**config.mk**
```make
export PLATFORM = sky130hd
export DESIGN_NAME = nios_system_sysid_ext
export DESIGN_NICKNAME = d
export VERILOG_FILES = /design/src/rtl/nios_system_sysid_ext.sv
export SDC_FILE = /design/constraint.sdc
export NUM_CORES = 1
export LEC_CHECK = 0
export BUFFER_PORTS_ARGS = -buffer_cell sky130_fd_sc_hd__buf_2
export CAP_MARGIN = 10
export CELL_PAD_IN_SITES_DETAIL_PLACEMENT = 2
export CELL_PAD_IN_SITES_GLOBAL_PLACEMENT = 2
export CORE_MARGIN = 2
export CORE_UTILIZATION = 38
export DETAILED_ROUTE_END_ITERATION = 16
export GPL_TIMING_DRIVEN = 1
export PLACE_DENSITY = 0.9
export SETUP_SLACK_MARGIN = 0.2
export SKIP_LAST_GASP = 1
export SLEW_MARGIN = 20
export SYNTH_ARGS = -nofsm -noshare
export SYNTH_HDL_FRONTEND = slang
export SYNTH_SLANG_ARGS = --single-unit
```
**constraint.sdc**
```tcl
create_clock -name clock -period 2.25 [get_ports clock]
set_clock_uncertainty 0.1 [all_clocks]
set_input_delay 0.1125 -clock clock [delete_from_list [all_inputs] [get_ports clock]]
set_output_delay 0.1125 -clock clock [all_outputs]
set_load 0.05 [all_outputs]
```
**src/rtl/nios_system_sysid_ext.sv**
```systemverilog
// System-ID Avalon-MM slave: ID/timestamp, uptime counter, scratch words, heartbeat LED.
// Define SYSID_UPTIME_EN to build the 64-bit uptime counter, its shadow and the wrap flag.
module nios_system_sysid_ext #(
  parameter logic [31:0] SYSTEM_ID    = 32'hCAFE0001,
  parameter logic [31:0] TIMESTAMP    = 32'h00000000,
  parameter int          READ_LATENCY = 1,
  parameter int          HB_DIV       = 50000000
) (
  input  logic        clock,
  input  logic        reset_n,
  input  logic [2:0]  address,
  input  logic        read,
  input  logic        write,
  input  logic [31:0] writedata,
  input  logic [3:0]  byteenable,
  output logic [31:0] readdata,
  output logic        readdatavalid,
  output logic        heartbeat
);

  localparam int PW = $clog2(HB_DIV);
  localparam logic [PW-1:0] PRESC_TC = PW'(HB_DIV - 1);

  function automatic logic [31:0] be_merge(input logic [31:0] old_v,
                                           input logic [31:0] new_v,
                                           input logic [3:0]  be);
    logic [31:0] r;
    for (int i = 0; i < 4; i++) begin
      r[8*i +: 8] = be[i] ? new_v[8*i +: 8] : old_v[8*i +: 8];
    end
    return r;
  endfunction

  logic        wr_ctrl;
  logic [31:0] scratch0_q, scratch0_d;
  logic [31:0] scratch1_q, scratch1_d;
  logic        hb_en_q, hb_en_d;
  logic [PW-1:0] presc_q, presc_d;
  logic        hb_q, hb_d;
  logic [READ_LATENCY-1:0] vld_q, vld_d;
  logic [31:0] dat_q [READ_LATENCY];
  logic [31:0] dat_d [READ_LATENCY];
  logic [31:0] rd_mux;
  logic [31:0] up_lo;
  logic [31:0] up_hi;
  logic        wrap_bit;

  assign wr_ctrl = write && (address == 3'd6);

`ifdef SYSID_UPTIME_EN
  logic [63:0] cnt_q, cnt_d;
  logic [31:0] shadow_q, shadow_d;
  logic        wrap_q, wrap_d;
  logic        wr_lo, wr_hi, rd_lo, clr;

  assign wr_lo = write && (address == 3'd2);
  assign wr_hi = write && (address == 3'd3);
  assign rd_lo = read && (address == 3'd2);
  assign clr   = wr_ctrl && byteenable[0] && writedata[1];

  always_comb begin
    cnt_d    = cnt_q + 64'd1;
    shadow_d = shadow_q;
    wrap_d   = wrap_q;
    if (wr_ctrl && byteenable[1] && writedata[8]) wrap_d = 1'b0;
    if (clr) begin
      cnt_d = '0;
    end else if (wr_lo) begin
      cnt_d = {cnt_q[63:32], be_merge(cnt_q[31:0], writedata, byteenable)};
    end else if (wr_hi) begin
      cnt_d = {be_merge(cnt_q[63:32], writedata, byteenable), cnt_q[31:0]};
    end else if (cnt_q == '1) begin
      // a wrap event wins over a same-cycle W1C
      wrap_d = 1'b1;
    end
    if (rd_lo) shadow_d = cnt_q[63:32];
  end

  always_ff @(posedge clock or negedge reset_n) begin
    if (!reset_n) begin
      cnt_q    <= '0;
      shadow_q <= '0;
      wrap_q   <= 1'b0;
    end else begin
      cnt_q    <= cnt_d;
      shadow_q <= shadow_d;
      wrap_q   <= wrap_d;
    end
  end

  assign up_lo    = cnt_q[31:0];
  assign up_hi    = shadow_q;
  assign wrap_bit = wrap_q;
`else
  assign up_lo    = '0;
  assign up_hi    = '0;
  assign wrap_bit = 1'b0;
`endif

  always_comb begin
    scratch0_d = scratch0_q;
    scratch1_d = scratch1_q;
    hb_en_d    = hb_en_q;
    presc_d    = presc_q;
    hb_d       = hb_q;
    rd_mux     = '0;

    if (write && address == 3'd4) scratch0_d = be_merge(scratch0_q, writedata, byteenable);
    if (write && address == 3'd5) scratch1_d = be_merge(scratch1_q, writedata, byteenable);
    if (wr_ctrl && byteenable[0]) hb_en_d = writedata[0];

    if (!hb_en_q) begin
      presc_d = '0;
    end else if (presc_q == PRESC_TC) begin
      presc_d = '0;
      hb_d    = ~hb_q;
    end else begin
      presc_d = presc_q + 1'b1;
    end

    // sampled from current state, so a colliding write is not visible to the read
    case (address)
      3'd0:    rd_mux = SYSTEM_ID;
      3'd1:    rd_mux = TIMESTAMP;
      3'd2:    rd_mux = up_lo;
      3'd3:    rd_mux = up_hi;
      3'd4:    rd_mux = scratch0_q;
      3'd5:    rd_mux = scratch1_q;
      3'd6:    rd_mux = {23'd0, wrap_bit, 7'd0, hb_en_q};
      default: rd_mux = '0;
    endcase

    vld_d[0] = read;
    dat_d[0] = read ? rd_mux : '0;
    for (int i = 1; i < READ_LATENCY; i++) begin
      vld_d[i] = vld_q[i-1];
      dat_d[i] = dat_q[i-1];
    end
  end

  always_ff @(posedge clock or negedge reset_n) begin
    if (!reset_n) begin
      scratch0_q <= '0;
      scratch1_q <= '0;
      hb_en_q    <= 1'b1;
      presc_q    <= '0;
      hb_q       <= 1'b0;
      vld_q      <= '0;
      for (int i = 0; i < READ_LATENCY; i++) dat_q[i] <= '0;
    end else begin
      scratch0_q <= scratch0_d;
      scratch1_q <= scratch1_d;
      hb_en_q    <= hb_en_d;
      presc_q    <= presc_d;
      hb_q       <= hb_d;
      vld_q      <= vld_d;
      for (int i = 0; i < READ_LATENCY; i++) dat_q[i] <= dat_d[i];
    end
  end

  assign readdatavalid = vld_q[READ_LATENCY-1];
  assign readdata      = vld_q[READ_LATENCY-1] ? dat_q[READ_LATENCY-1] : '0;
  assign heartbeat     = hb_q;

endmodule

```
==> Word-level counts from Yosys, hierarchy flattened <==
Index checks and enable logic that the tools add are counted.
{ "totals": {"reg_bits": 125, "input_bits": 43, "output_inout_bits": 34, "wordCells": 38} }
{ "classes": {"n_addsub": 1, "n_eq_ne": 4, "mux": 5, "bitwise": 1, "n_reduce_logical": 14} }
{ "op_table": {"columns": ["op", "n"], "rows": [
  ["32-bit case mux with 4 select lines", 1],
  ["32-bit 2-to-1 mux", 2],
  ["26-bit 2-to-1 mux", 2],
  ["26-bit by 1-bit adder with 26-bit output (second input constant)", 1],
  ["26-bit == test (second input constant)", 1],
  ["2-bit AND reduction", 9],
  ["3-bit == test (second input constant)", 3],
  ["1-bit logical AND", 4],
  ["3-bit zero test", 1],
  ["1-bit NOT", 1]
]} }

==> Depth between registers and ports, before layout <==
Gate-level depths: netlist (run 1).
{ "depth": {"ltp_word": 3, "mapped_depth": 6, "depth_no_buf": 5} }

==> Least setup slack after synthesis (run 1) <==
Ideal clock, no wire load.
{ "synth_timing": {"path_kind": "flip-flop to flip-flop", "startpoint": "register presc_q[0]", "endpoint": "register presc_q[24]", "setup_ps": 78, "t_arrival_ps": 1771, "t_required_ps": 2072, "setup_slack_ps": 301, "path_stages_with_launch": 6, "path_buffers": 0, "period_less_slack_ps": 1949, "cell_sequence": "dfrtp_1 -> ha_1 -> nand2_1 -> or4_4 -> or4_1 -> a21oi_1"} }
{ "synth_between": {"elab_chain_len": 3, "elab_cells_between_ends": 4, "cone_classes": "add/sub (1); eq/ne (1); mux (2)"} }
{ "synth_lines": {"columns": ["item", "line", "text"], "rows": [
  ["start, declared", "38", "logic [PW-1:0] presc_q, presc_d;"],
  ["start signal, assigned", "154", "presc_q <= presc_d;"],
  ["26-bit by 1-bit adder with 26-bit output / 26-bit == test (equally long branches)", "118, 114", null],
  ["26-bit 2-to-1 mux *", "114", "end else if (presc_q == PRESC_TC) begin"],
  ["26-bit 2-to-1 mux *", "112", "if (!hb_en_q) begin"],
  ["named net presc_d[24]", "38", null]
]} }
Mark *: on every way through the listed nets, which the timed path passes. The rest lies on a longest branch.
A chain may end at the register's enable or synchronous reset.

==> Worst setup path after layout (run 1) <==
{ "layout_timing": {"startpoint": "register presc_q[24]", "endpoint": "register presc_q[13]"} }
{ "layout_between": {"elab_chain_len": 3} }
{ "layout_lines": {"columns": ["item", "line"], "rows": [
  ["26-bit == test", "114"],
  ["26-bit 2-to-1 mux", "114"],
  ["26-bit 2-to-1 mux", "112"],
  ["named net presc_d[13]", "38"]
]} }
The timed path passes the listed nets, and every way through them passes these cells.

==> results of run 1 <==
[cell usage after synthesis (4+ instances only)]
cell type,instances,share of area
nand4_1,4,0.0046
or4_1,7,0.0097
xnor2_1,7,0.011
mux2_2,65,0.14
inv_1,16,0.011
nor3_1,4,0.0037
nand2_1,21,0.015
xor2_1,5,0.0081
a21oi_1,36,0.033
dfrtp_1,124,0.58
o31ai_1,7,0.0097
clkbuf_1,15,0.010
o21ai_0,6,0.0056
nand3_1,9,0.0084
nor2_1,46,0.032
and2_1,34,0.039
or3_1,6,0.0070
mux2i_1,20,0.037
[critical path, stage by stage (launching register included)]
cell      delay, ns
dfrtp_1        0.46
nor4bb_1       0.48
nand4_1        0.31
o21ai_2        0.29
buf_6          0.23
a21oi_1        0.10
[cell type report]
type                            instances  area share
Multi-Input combinational cell        297      0.3072
Timing Repair Buffer                  147      0.1407
Clock inverter                          5     0.01754
Sequential cell                       125      0.4266
Tap cell                              180     0.03065
Clock buffer                           25     0.06880
Antenna cell                            1   0.0003406
Inverter                               16    0.008174
[worst max path at each step]
stage | endpoint | startpoint | depth (start not counted)
final | presc_q[13] | presc_q[24] | 5
after floorplan | presc_q[24] | presc_q[0] | 5
after global placement | presc_q[22] | presc_q[0] | 5
after CTS | presc_q[20] | presc_q[0] | 5
after detailed placement | presc_q[20] | presc_q[3] | 4
after global routing | presc_q[13] | presc_q[8] | 6
[flip-flops by register name, indices dropped and copies added (netlist names)]
register / count
heartbeat: 1
hb_en_q: 1
scratch0_q: 32
dat_q: 32
readdatavalid: 1
presc_q: 26
scratch1_q: 32
[layer usage]
metal,track usage,vias up
met5,0,-
met4,0.1555,0
met3,0.05581,72
met2,0.5366,129
met1,0.3004,2293
li1,-,1862
[what timing repair did]
| action | 4_1_cts | 5_1_grt |
|---|---|---|
| buffers inserted | 17 | 5 |
| pin swaps | 5 | 16 |
| endpoints found under the setup margin | 12 | 21 |
| gates resized for setup | 7 | 30 |
| hold buffers | 34 | 0 |
| hold endpoints to repair | 104 | 0 |
[where the power goes]
group / switching, mW / internal, mW / leakage [nW] / total [mW]
Clock: 1.03 / 1.99 / 0.310 / 3.02
Sequential: 0.227 / 2.57 / 1.61 / 2.79
Combinational: 0.496 / 0.416 / 1.52 / 0.912
Total: 1.76 / 4.98 / 3.45 / 6.73
[per-stage QoR]
| step | cells | hold slack (ns) | worst slack [ns] |
|---|---|---|---|
| after floorplan | 457 | -0.2831 | 0.3007 |
| after global placement | 709 | 0.03322 | 0.1627 |
| after detailed placement | 709 | 0.04940 | -0.006695 |
| after CTS | 790 | 0.006614 | 0.2092 |
| after global routing | 796 | 0.01108 | 0.1141 |
| final | 796 | -0.005849 | 0.1290 |
[kinds of logic after synthesis]
family,Yosys count
AND/OR/NAND/NOR,147
XOR/XNOR,12
flip-flops,125
adder cells (fa/ha/maj),1
multiplexers,85
buffers and inverters,35
AO/OA/AOI/OAI,52
==> results.json, run 1 <==
{
  "outcome": "finished with violations",
  "failed_checks": "hold timing",
  "cp-start-kind": "register",
  "first_global_vias": 5108,
  "via_per_inst": 5.472,
  "grt_pass1_wl_um": 30950,
  "holdWs_ns": -0.005849,
  "critPathCaptureType": "register",
  "synth_xor_area_frac": 0.01949,
  "rsz0062_at_grt": "true",
  "synthArstFlopShare": 1.000,
  "cts_buffer_depth": 2,
  "final_net_count": 648,
  "grt_usage": 0.2869,
  "row_count": 43,
  "synth_seq_cells": 125,
  "cts_tree": "yes",
  "synth_compound_area_frac": 0.05268,
  "worstRegToRegCells": 5,
  "min_from": "byteenable[0]",
  "worstSetupPathType": "reg2reg",
  "post-route-drc-count": 0,
  "seqCellArea_um2": 3134,
  "synth_top_family_by_area": "multiplexers",
  "path_clk_slew_ns": 0.06,
  "synth-simple-area-share": 0.1457,
  "drtIter0Drc": 205,
  "setup_violations": 0,
  "final_core_util": 0.5293,
  "yosysSeqAreaShare": 0.5804,
  "first_pass_iters": 4,
  "yosysWarnings": 0,
  "routabilityCongestion": 0.8454,
  "vdd_drop_max_v": 0.0006030,
  "power_mw": 6.732,
  "r2r-end": "presc_q[13]",
  "drv_slew": 0,
  "syn_area_per_cell_um2": 11.80,
  "topRoutingLayerUsed": "met4",
  "wl_met2_um": 11640,
  "die_h_um": 123.1,
  "stdcell_area_um2": 7347,
  "htreeDepth": 4,
  "hp-class": "in2reg",
  "core_area_um2": 13880,
  "numCtsBuffers": 17,
  "cp.required_ns": 2.43,
  "clock_latency_ns": 0.43,
  "fp.dieArea_um2": 15160,
  "synth_nets": 501,
  "grt-ovfl-total": 0,
  "ant_nets": 0,
  "slew_headroom": 0.5935,
  "synth_fa_ha_area_frac": 0.002321,
  "cap_violations": 0,
  "finalCriticalPeriod_ns": 2.121,
  "final_common_cell": "dfrtp_1",
  "leakage_nw": 3.445,
  "post_drt_wl_per_cell_um": 26.91,
  "synth_cell_type_count": 36,
  "final_cell_mix": "dfrtp_1 (120), buf_2 (75), mux2_2 (65), nor2_1 (46)",
  "placed_cell_area_um2": 6042,
  "synth.area.mux_share": 0.1729,
  "max_freq_ghz": 0.4715,
  "synth-edff-count": 0,
  "path_max_fanout": 14,
  "clock-sinks": 125,
  "whs_endpoint": "hb_en_q",
  "syn_to_final_growth_pct": 36.27,
  "die-width_um": 123.1,
  "power-per-cell-area_nw_per_um2": 916.3,
  "cts_root_buf": "clkbuf_16",
  "rrSetupSlack_ns": 0.13,
  "fin_crit_sh": 0.9427,
  "antenna_found_initial": 1,
  "port_buffers": 76,
  "synthFlopType": "dfrtp_1",
  "dp_hpwl_um": 11460,
  "layout-drive-gt1-share": 0.3919,
  "arrival_ns": 2.30,
  "hold_depth": 3,
  "finalHoldViolations": 1,
  "tightest_slew_ns": 0.6097,
  "finalSetupTns_ns": 0,
  "met1_length_um": 8068,
  "start_util": 0.3884,
  "rr_startpoint": "presc_q[24]",
  "wl_um": 21420,
  "multiInputGateArea_um2": 2257,
  "grt_max_degree": 48,
  "fillers": 1311,
  "synthesis.area_um2": 5391,
  "synth_cells": 457,
  "wl_met3_um": 639,
  "vias": 4356,
  "ios": 77
}
Power figures use the tool's default switching activity.
==> inputs of run 2 (changes only) <==
--- a/config.mk
+++ b/config.mk
@@ -5,15 +5,16 @@
 export SDC_FILE = /design/constraint.sdc
 export NUM_CORES = 1
 export LEC_CHECK = 0
+export ABC_AREA = 1
 export BUFFER_PORTS_ARGS = -buffer_cell sky130_fd_sc_hd__buf_2
 export CAP_MARGIN = 10
 export CELL_PAD_IN_SITES_DETAIL_PLACEMENT = 2
 export CELL_PAD_IN_SITES_GLOBAL_PLACEMENT = 2
 export CORE_MARGIN = 2
-export CORE_UTILIZATION = 38
+export CORE_UTILIZATION = 36
 export DETAILED_ROUTE_END_ITERATION = 16
 export GPL_TIMING_DRIVEN = 1
-export PLACE_DENSITY = 0.9
+export PLACE_DENSITY = 0.95
 export SETUP_SLACK_MARGIN = 0.2
 export SKIP_LAST_GASP = 1
 export SLEW_MARGIN = 20
==> constraint.sdc (replaced) <==
create_clock -name clock -period 2.5 [get_ports clock]
set_clock_uncertainty 0.1 [all_clocks]
set_input_delay 0.125 -clock clock [delete_from_list [all_inputs] [get_ports clock]]
set_output_delay 0.125 -clock clock [all_outputs]
set_load 0.05 [all_outputs]
==> results.json, run 2 <==
{
  "grt-ovfl-total": 0,
  "antenna_found_initial": 1,
  "rr_startpoint": "presc_q[0]",
  "post-route-drc-count": 0,
  "first_global_vias": 6515,
  "fillers": 1666,
  "cts_tree": "yes",
  "core_area_um2": 15260,
  "synth-edff-count": 0,
  "clock_latency_ns": 0.45,
  "ios": 77,
  "port_buffers": 76,
  "synth_most_common_cell": "nand2_1",
  "synth_seq_cells": 125,
  "cp.required_ns": 2.71,
  "finalCriticalPeriod_ns": 2.246,
  "via_per_inst": 5.263,
  "numCtsBuffers": 17,
  "synth_nets": 749,
  "power-per-cell-area_nw_per_um2": 862.1,
  "rrSetupSlack_ns": 0.25,
  "routabilityCongestion": 0.8117,
  "clock-sinks": 125,
  "layout-drive-gt1-share": 0.1487,
  "grt_usage": 0.3320,
  "synth_top_area_share": 0.5517,
  "die_h_um": 129.0,
  "vdd_drop_max_v": 0.0004927,
  "synthFlopType": "dfrtp_1",
  "setup_violations": 0,
  "htreeDepth": 4,
  "worstRegToRegCells": 9,
  "die-width_um": 129.0,
  "wl_um": 25870,
  "ant_nets": 0,
  "yosysWarnings": 0,
  "finalSetupTns_ns": 0,
  "path_clk_slew_ns": 0.06,
  "row_count": 45,
  "synth_cell_type_count": 26,
  "cts_buffer_depth": 2,
  "fin_crit_sh": 0.8985,
  "final_net_count": 866,
  "synth_cells": 705,
  "syn_area_per_cell_um2": 7.978,
  "hp-class": "in2reg",
  "cap_violations": 0,
  "grt_pass1_wl_um": 39550,
  "post_drt_wl_per_cell_um": 24.74,
  "finalHoldViolations": 0,
  "r2r-end": "presc_q[3]",
  "crit_cells": 9,
  "fp.dieArea_um2": 16640,
  "final_core_util": 0.4774,
  "slew_headroom": 0.4930,
  "cp-start-kind": "register",
  "start_util": 0.3686,
  "vias": 5505,
  "tightest_slew_ns": 0.7577,
  "dpl_worst_slack_ns": 0.3048,
  "synth.area.top_cells": "dfrtp_1 (55%), nand2_1 (16%), inv_1 (6.2%), nor2_1 (5.0%), o21ai_0 (4.2%)",
  "critPathLaunch": "presc_q[0]",
  "syn_to_final_growth_pct": 29.52,
  "leakage_nw": 3.729,
  "yosysSeqAreaShare": 0.5564,
  "slowest_delay_ns": 0.54,
  "power_mw": 6.280,
  "first_pass_iters": 5,
  "cp_cell_sequence": "ha_2 -> nand2_1 -> inv_1 -> nand2_1 -> nor2_1 -> nand2_1 -> o21ai_4 -> buf_4 -> nor2_1",
  "drtIter0Drc": 343,
  "crit_top_cell": "nand2_1",
  "path_max_fanout": 6,
  "cp-endpoint": "presc_q[3]",
  "cts_root_buf": "clkbuf_16",
  "rsz0062_at_grt": "false",
  "worst_slack_ns": 0.2537,
  "path_delay_family": "simple AND/OR/NAND/NOR gates",
  "max_freq_ghz": 0.4452,
  "worstSetupPathType": "reg2reg",
  "reg.largest.list": "dat_q (32), scratch0_q (32), scratch1_q (32)",
  "synth_largest_area_cell": "dfrtp_1",
  "final_common_cell": "nand2_1",
  "drv_slew": 0,
  "ys_top_cells_by_count": "nand2_1 (241), dfrtp_1 (124), inv_1 (93)",
  "outcome": "complete, no violations",
  "cp_slowest_cell": "dfrtp_1",
  "dp_hpwl_um": 13660,
  "grt_max_degree": 126,
  "critPathCaptureType": "register",
  "arrival_ns": 2.46,
  "final_cell_mix": "nand2_1 (241), dfrtp_1 (124), inv_1 (93), nor2_1 (75), buf_2 (75)",
  "synthesis.area_um2": 5624,
  "path_buf_inv": 2,
  "synthArstFlopShare": 1.000
}
## run 2: changes by cell type after synthesis, sizes merged, moves of 7 or more
| cell | previous run | this run |
|---|---|---|
| and2 | 34 | 0 |
| o31ai | 7 | 0 |
| buf | 4 | 11 |
| mux2i | 20 | 0 |
| o21ai | 7 | 80 |
| nand2 | 21 | 241 |
| mux2 | 65 | 0 |
| nor2 | 46 | 77 |
| or4 | 9 | 0 |
| inv | 16 | 94 |
## run 2: stage by stage
stage          std cells  hold WS (ns)  cell area, um2
2_1_floorplan        705       -0.2706            5624
3_3_place_gp         975        0.1778            6203
3_5_place_dp         975        0.1832            6203
4_1_cts             1045       0.06207            7279
5_1_grt             1046        0.1074            7284
6_report            1046        0.1050            7284
## run 2: worst min path at each step
stage / slack, ns / from / cells after the start / end
finish: 0.10 / address[0] / 4 / dat_q[13]
global placement: 0.18 / reset_n / 2 / presc_q[14]
detailed placement: 0.18 / read / 1 / readdatavalid
global route: 0.11 / address[1] / 4 / dat_q[13]
CTS: 0.06 / address[0] / 4 / dat_q[13]
floorplan: -0.27 / reset_n / 0 / dat_q[0]
## run 2: cell type report
class | count | area, um2 | area share
inverter | 94 | 352.8 | 0.04844
tap | 211 | 264.0 | 0.03624
sequential | 125 | 3129 | 0.4296
timing repair buffer | 121 | 835.8 | 0.1147
multi-input combinational | 463 | 2019 | 0.2772
antenna | 1 | 2.502 | 0.0003435
clock buffer | 21 | 470.5 | 0.06458
clock inverter | 10 | 210.2 | 0.02886
## run 2: where the power goes
part,internal [mW],leakage [nW],switching (mW)
Combinational,0.251,1.75,0.525
Sequential,2.28,1.65,0.230
Clock,1.95,0.329,1.05
## run 2: worst reg2reg max path: cells and delay by family, from the launching register on
family / cells / cell delay, ns
buffers and inverters: 2 / 0.32
adder cells (fa/ha/maj): 1 / 0.32
AND/OR/NAND/NOR: 5 / 0.55
AO/OA/AOI/OAI: 1 / 0.29
flip-flops: 1 / 0.54
## run 2: logic make-up (layout without fill, tap and decap cells)
kind of cell,count (synthesis),after routing,share of synthesized area
other cells,0,1,0
buf+inv,117,246,0.08498
flops,125,125,0.5564
fa+ha+maj,1,1,0.002224
compound gates,114,114,0.1048
simple gates,338,338,0.2360
xor+xnor,10,10,0.01557
## run 2: layer usage
layer,vias to the layer above,share of wire,global-route usage
met5,-,0,0
met4,0,0.058,0.2046
met3,89,0.038,0.07734
met2,205,0.53,0.5929
met1,2812,0.38,0.3550
li1,2399,-,-
## run 2: repair_timing
item,4_1_cts,5_1_grt
endpoints found under the hold margin,191,0
endpoints found under the setup margin,1,9
hold buffers,36,0
setup buffers,3,0
resized for setup,0,1
gates cloned,0,0
pin swaps,1,0
